==> src/rtl/pixie_pkg.sv <==
// Shared Pixie definitions: machine-cycle state codes, default cycle length and
// the state-transition rule used at the end of each machine cycle.
package pixie_pkg;

  typedef enum logic [1:0] {
    S0_FETCH   = 2'd0,
    S1_EXECUTE = 2'd1,
    S2_DMA     = 2'd2,
    S3_INT     = 2'd3
  } pixie_state_e;

  localparam int PIXIE_CYCLE_TICKS = 8;
  localparam int TICK_W            = 4;

  // DMA outranks interrupts; an interrupt is only taken while enabled.
  function automatic pixie_state_e pixie_next_state(input pixie_state_e cur,
                                                    input logic dmao,
                                                    input logic int_req,
                                                    input logic ie);
    pixie_state_e nxt;
    nxt = S0_FETCH;
    case (cur)
      S0_FETCH: nxt = S1_EXECUTE;
      S1_EXECUTE, S2_DMA: begin
        if (dmao)              nxt = S2_DMA;
        else if (int_req && ie) nxt = S3_INT;
        else                   nxt = S0_FETCH;
      end
      default: nxt = S0_FETCH;
    endcase
    return nxt;
  endfunction

endpackage

==> src/rtl/pixie_dma_fetch.sv <==
// Single-byte DMA read engine: raises mem_rd on request, waits for mem_ack on an
// enabled tick, captures the byte for the Pixie and drops the request.
module pixie_dma_fetch (
  input  logic       clk,
  input  logic       reset,
  input  logic       clk_enable,
  input  logic       i_start,
  input  logic [7:0] i_mem_data,
  input  logic       i_mem_ack,
  output logic       o_mem_rd,
  output logic [7:0] o_data
);

  logic       r_rd;
  logic [7:0] r_data;

  always_ff @(posedge clk or negedge reset) begin
    if (!reset) begin
      r_rd   <= 1'b0;
      r_data <= 8'h00;
    end else if (clk_enable) begin
      if (r_rd && i_mem_ack) begin
        r_data <= i_mem_data;
        r_rd   <= 1'b0;
      end else if (i_start) begin
        r_rd <= 1'b1;
      end
    end
  end

  assign o_mem_rd = r_rd;
  assign o_data   = r_data;

endmodule

==> src/rtl/pixie_dma_host.sv <==
// CDP1802-style machine-cycle sequencer servicing Pixie DMA-out and interrupt
// requests; owns the DMA pointer r0 and the interrupt-enable flag.
module pixie_dma_host
  import pixie_pkg::*;
#(
  parameter int CYCLE_TICKS = PIXIE_CYCLE_TICKS
) (
  input  logic        clk,
  input  logic        reset,
  input  logic        clk_enable,
  input  logic        DMAO,
  input  logic        INT,
  input  logic        ie_set,
  input  logic [15:0] dma_base,
  input  logic [7:0]  mem_data,
  input  logic        mem_ack,
  output logic [1:0]  SC,
  output logic [15:0] mem_addr,
  output logic        mem_rd,
  output logic [7:0]  data_out,
  output logic [15:0] r0,
  output logic        ie
);

  localparam logic [TICK_W-1:0] LAST_TICK = TICK_W'(CYCLE_TICKS - 1);

  pixie_state_e      r_state;
  logic [TICK_W-1:0] r_tick;
  logic [15:0]       r_r0;
  logic              r_ie;
  logic              w_busy;
  logic              w_last;
  logic              w_start;
  pixie_state_e      w_next;

  // A DMA cycle cannot end while its read is outstanding; the counter parks on the last tick.
  assign w_last  = clk_enable && (r_tick == LAST_TICK) && !((r_state == S2_DMA) && w_busy);
  assign w_next  = pixie_next_state(r_state, DMAO, INT, r_ie);
  assign w_start = w_last && (w_next == S2_DMA);

  always_ff @(posedge clk or negedge reset) begin
    if (!reset) begin
      r_state <= S0_FETCH;
      r_tick  <= '0;
      r_r0    <= 16'h0000;
      r_ie    <= 1'b1;
    end else begin
      if (w_last && (r_state == S3_INT)) r_ie <= 1'b0;
      else if (ie_set)                   r_ie <= 1'b1;

      if (clk_enable) begin
        if (w_last) begin
          r_state <= w_next;
          r_tick  <= '0;
          if (r_state == S2_DMA)      r_r0 <= r_r0 + 16'd1;
          else if (r_state == S3_INT) r_r0 <= dma_base;
        end else if (r_tick != LAST_TICK) begin
          r_tick <= r_tick + 1'b1;
        end
      end
    end
  end

  pixie_dma_fetch u_fetch (
    .clk        (clk),
    .reset      (reset),
    .clk_enable (clk_enable),
    .i_start    (w_start),
    .i_mem_data (mem_data),
    .i_mem_ack  (mem_ack),
    .o_mem_rd   (w_busy),
    .o_data     (data_out)
  );

  assign SC       = r_state;
  assign mem_addr = (r_state == S2_DMA) ? r_r0 : 16'h0000;
  assign mem_rd   = w_busy;
  assign r0       = r_r0;
  assign ie       = r_ie;

endmodule

==> config.mk <==
export PLATFORM = sky130hd
export DESIGN_NAME = pixie_dma_host
export DESIGN_NICKNAME = d
export VERILOG_FILES = /design/src/rtl/pixie_pkg.sv /design/src/rtl/pixie_dma_fetch.sv /design/src/rtl/pixie_dma_host.sv
export SDC_FILE = /design/constraint.sdc
export NUM_CORES = 1
export LEC_CHECK = 0
export ABC_AREA = 0
export BUFFER_PORTS_ARGS = -buffer_cell sky130_fd_sc_hd__buf_2
export CORE_ASPECT_RATIO = 1.1
export CORE_MARGIN = 10
export CORE_UTILIZATION = 44
export CTS_CLUSTER_SIZE = 12
export DETAILED_ROUTE_END_ITERATION = 12
export PLACE_DENSITY = 0.81
export SYNTH_ARGS = -nofsm -noshare
export SYNTH_HDL_FRONTEND = slang
export SYNTH_HIERARCHICAL = 1
export SYNTH_SLANG_ARGS = --single-unit
export TNS_END_PERCENT = 100
==> constraint.sdc <==
create_clock -name clk -period 1.7 [get_ports clk]
set_clock_uncertainty 0.1 [all_clocks]
set_input_delay 0.085 -clock clk [delete_from_list [all_inputs] [get_ports clk]]
set_output_delay 0.085 -clock clk [all_outputs]
set_load 0.02 [all_outputs]
==> reports/results.txt <==
Status: complete, but fails checks
Failing checks: negative setup slack
Post-synthesis cell type count: 47
Worst-Margin Slew: 0.4124 ns
CTS tree: done
Initial drt markers: 184
Sequential cell area fraction in the yosys report: 41.84%
Final instance area: 0.003019 mm^2
Slew Limit Fails: 0
Placed cell areas: 0.002516 mm^2
CP required: 1.83 ns
Starting Density: 45.06%
Pleak: 1.474 nW
R2R setup slack: -0.04 ns
Worst r2r dst: r0[15]$_DFFE_PN0P_
Post-synth EDFFs: 0
Input/output buffers: 74
CP Launch Point: SC[0]$_DFFE_PN0P_
Yosys reg bits: 32
# rows: 25
Maximum buffer depth of the clock tree: 2
Max Cap Viol: 0
Post-Syn Nets: 235
Worst Hold Slack: 0.001605 ns
Period minus WS final: 1.735 ns
Synth top cells by count: 31 x dfrtp_1, 17 x a21oi_1, 17 x nand3_1
Ys Warns: 6
Critical path destination: r0[15]$_DFFE_PN0P_
Non-Filler Instances: 375
Crit start category: flip-flop
Worst Hold Class: primary input to flip-flop
Routed Antenna Nets: 0
Largest net degree at the start of global routing: 33
Worst VDD drop: 0.0008424 V
H-tree Lvls: 2
Slowest-stage cell, CP: or4_4
Skew-Pair Late Insertion Delay: 0.29 ns
DIE WIDTH: 82.93 um
Crit path DAT: 1.87 ns
DRT Pass-1 Iters: 4
Vias in the first global route: 1961
Fmax: 0.5763 GHz
Global-route wire length before repair: 9487 um
Gr usage total: 15.32%
# DRC: 0
RSZ-0062 raised after global routing: yes
Hold Vio Cnt, Final: 0
Initial antenna violation count: 0
Num CTS Buffers: 5
Final period utilization: 102.1%
Die Y: 89.23 um
Final worst setup slack: -0.03513 ns
Crit path kind: flip-flop to flip-flop
Wire length per cell after detailed routing: 15.87 um
Crit path cell chain: inv_2 -> ha_4 -> and4_4 -> nand4_4 -> or4_4 -> nand3_2
Asr flop ratio synth: 100.0%
Share of the synthesized area in the top cell type: 40.47%
Count leader, synth: dfrtp_1
N_diodes: 0
Worst slack, placed: -0.03170 ns
Post-Syn Area: 0.001917 mm^2
Routed Wire Length: 5951 um
Crit. End Element: flip-flop
Clock slew at reported path FFs: 0.07 ns
Vias: 2008
GPL Wtd Cong: 0.8468
Final TNS setup: -0.07916 ns
Area Overhead vs Synth: 57.51%
Crit-path max FO: 5
Die Area: 0.007399 mm^2
Synth area leader: dfrtp_1
Layout Nets: 356
Vias per cell: 5.355
Core area: 0.004254 mm^2
Share of layout cells above drive strength 1: 49.53%
Clk sinks: 32
Placed cell count: 340
Avg Cell Area, Syn: 9.632 um^2
Top cells by area, synth: dfrtp_1 40%, mux2_2 5.3%, and2_1 5.2%
CP max stage delay: 0.52 ns
Gr ovfl total: 0
Syn Inst Count: 199
Final setup violation count: 4
Filler cells: 308
FF-to-FF Start: SC[0]$_DFFE_PN0P_
Io pins: 75
DPL Wire Length: 4371 um
Prevailing post-synth register cell: dfrtp_1
CTS Root Cell: clkbuf_8
Slew HR: 72.51%
Cell Pwr Density: 1504 mW/mm^2
R2R depth: 6
-- critical path, delay by kind of cell (launching register included) --
kind | cells | cell delay, ns
flip-flops | 1 | 0.41
buffers and inverters | 1 | 0.08
adder cells (fa/ha/maj) | 1 | 0.19
AND/OR/NAND/NOR | 4 | 0.91
-- layout make-up --
cell class              instances  area (um^2)  share of cell area (%)
flip-flops and latches         32        804.5                   26.65
clock inverters                 1        30.03                  0.9946
multi-input cells             150         1124                   37.22
inverters                       7        30.03                  0.9946
repair buffers                124        867.1                   28.72
clock buffers                   7        96.34                   3.191
well taps                      54        67.56                   2.238
-- repair_timing --
action,in CTS,in global routing
pin swaps,2,6
resized for setup,10,27
setup buffers,1,9
hold buffers,17,0
setup endpoints to repair,8,30
endpoints found under the hold margin,47,0
-- where the power goes --
group / internal (W) / switching, W
Clock: 0.000517 / 0.000278
Combinational: 0.00106 / 0.00123
Sequential: 0.00109 / 0.000375
Total: 0.00266 / 0.00188
-- metal layers --
| metal | wire length (um) | track usage [%] |
|---|---|---|
| met1 | 2312 | 16.79 |
| met2 | 3013 | 27.46 |
| met3 | 553 | 6.108 |
| met4 | 71 | 3.406 |
| met5 | 0 | 0 |
-- cell usage in the layout (no fill, tap or decap), types with 3 or more instances in the layout --
cell type,instances
a21oi_1,12
a21oi_2,5
a2bb2oi_1,3
and2_1,13
and2_4,3
and3_2,3
buf_2,66
buf_4,30
buf_6,9
clkbuf_8,7
dfrtp_1,29
dlygate4sd3_1,17
inv_1,4
mux2_2,9
mux2i_1,7
nand2_1,13
nand3_1,16
nand4_1,6
nor2_1,6
o21ai_0,8
o22ai_1,5
-- worst min-delay path by stage --
stage	startpoint	endpoint	slack [ns]	cells past startpoint
final	dma_base[1]	r0[1]$_DFFE_PN0P_	0.002	3
after detailed placement	reset	r0[6]$_DFFE_PN0P_	0.03	2
after floorplan	reset	SC[0]$_DFFE_PN0P_	-0.31	0
after global routing	dma_base[1]	r0[1]$_DFFE_PN0P_	0.02	3
after CTS	dma_base[1]	r0[1]$_DFFE_PN0P_	0.005	3
after global placement	reset	r0[6]$_DFFE_PN0P_	0.04	2
-- per-stage QoR --
step                util (%)  power (W)
floorplan                  -   0.002620
global placement       59.15   0.003430
detailed placement     59.15   0.003494
CTS                    67.03   0.004362
global route           70.97   0.004840
finish                 70.97   0.004541
-- cell families (layout without fill, tap and decap cells) --
group	Yosys count	after routing	share of synthesized area (%)
and+or+nand+nor	77	77	23.63
AOI/OAI and AO/OA	51	51	17.43
DFF	32	32	41.84
buffers and inverters	17	139	4.439
muxes	16	16	8.943
adders and majority gates	5	5	3.264
xor gates and xnor gates	1	1	0.4570
-- registers in the layout, indices dropped and copies added (netlist names) --
| register | cells |
|---|---|
| r_tick | 4 |
| u_fetch/o_mem_rd | 1 |
| u_fetch/o_data | 8 |
| SC | 2 |
| r0 | 16 |
| ie | 1 |
No activity file was read; power rests on OpenSTA's default activity.
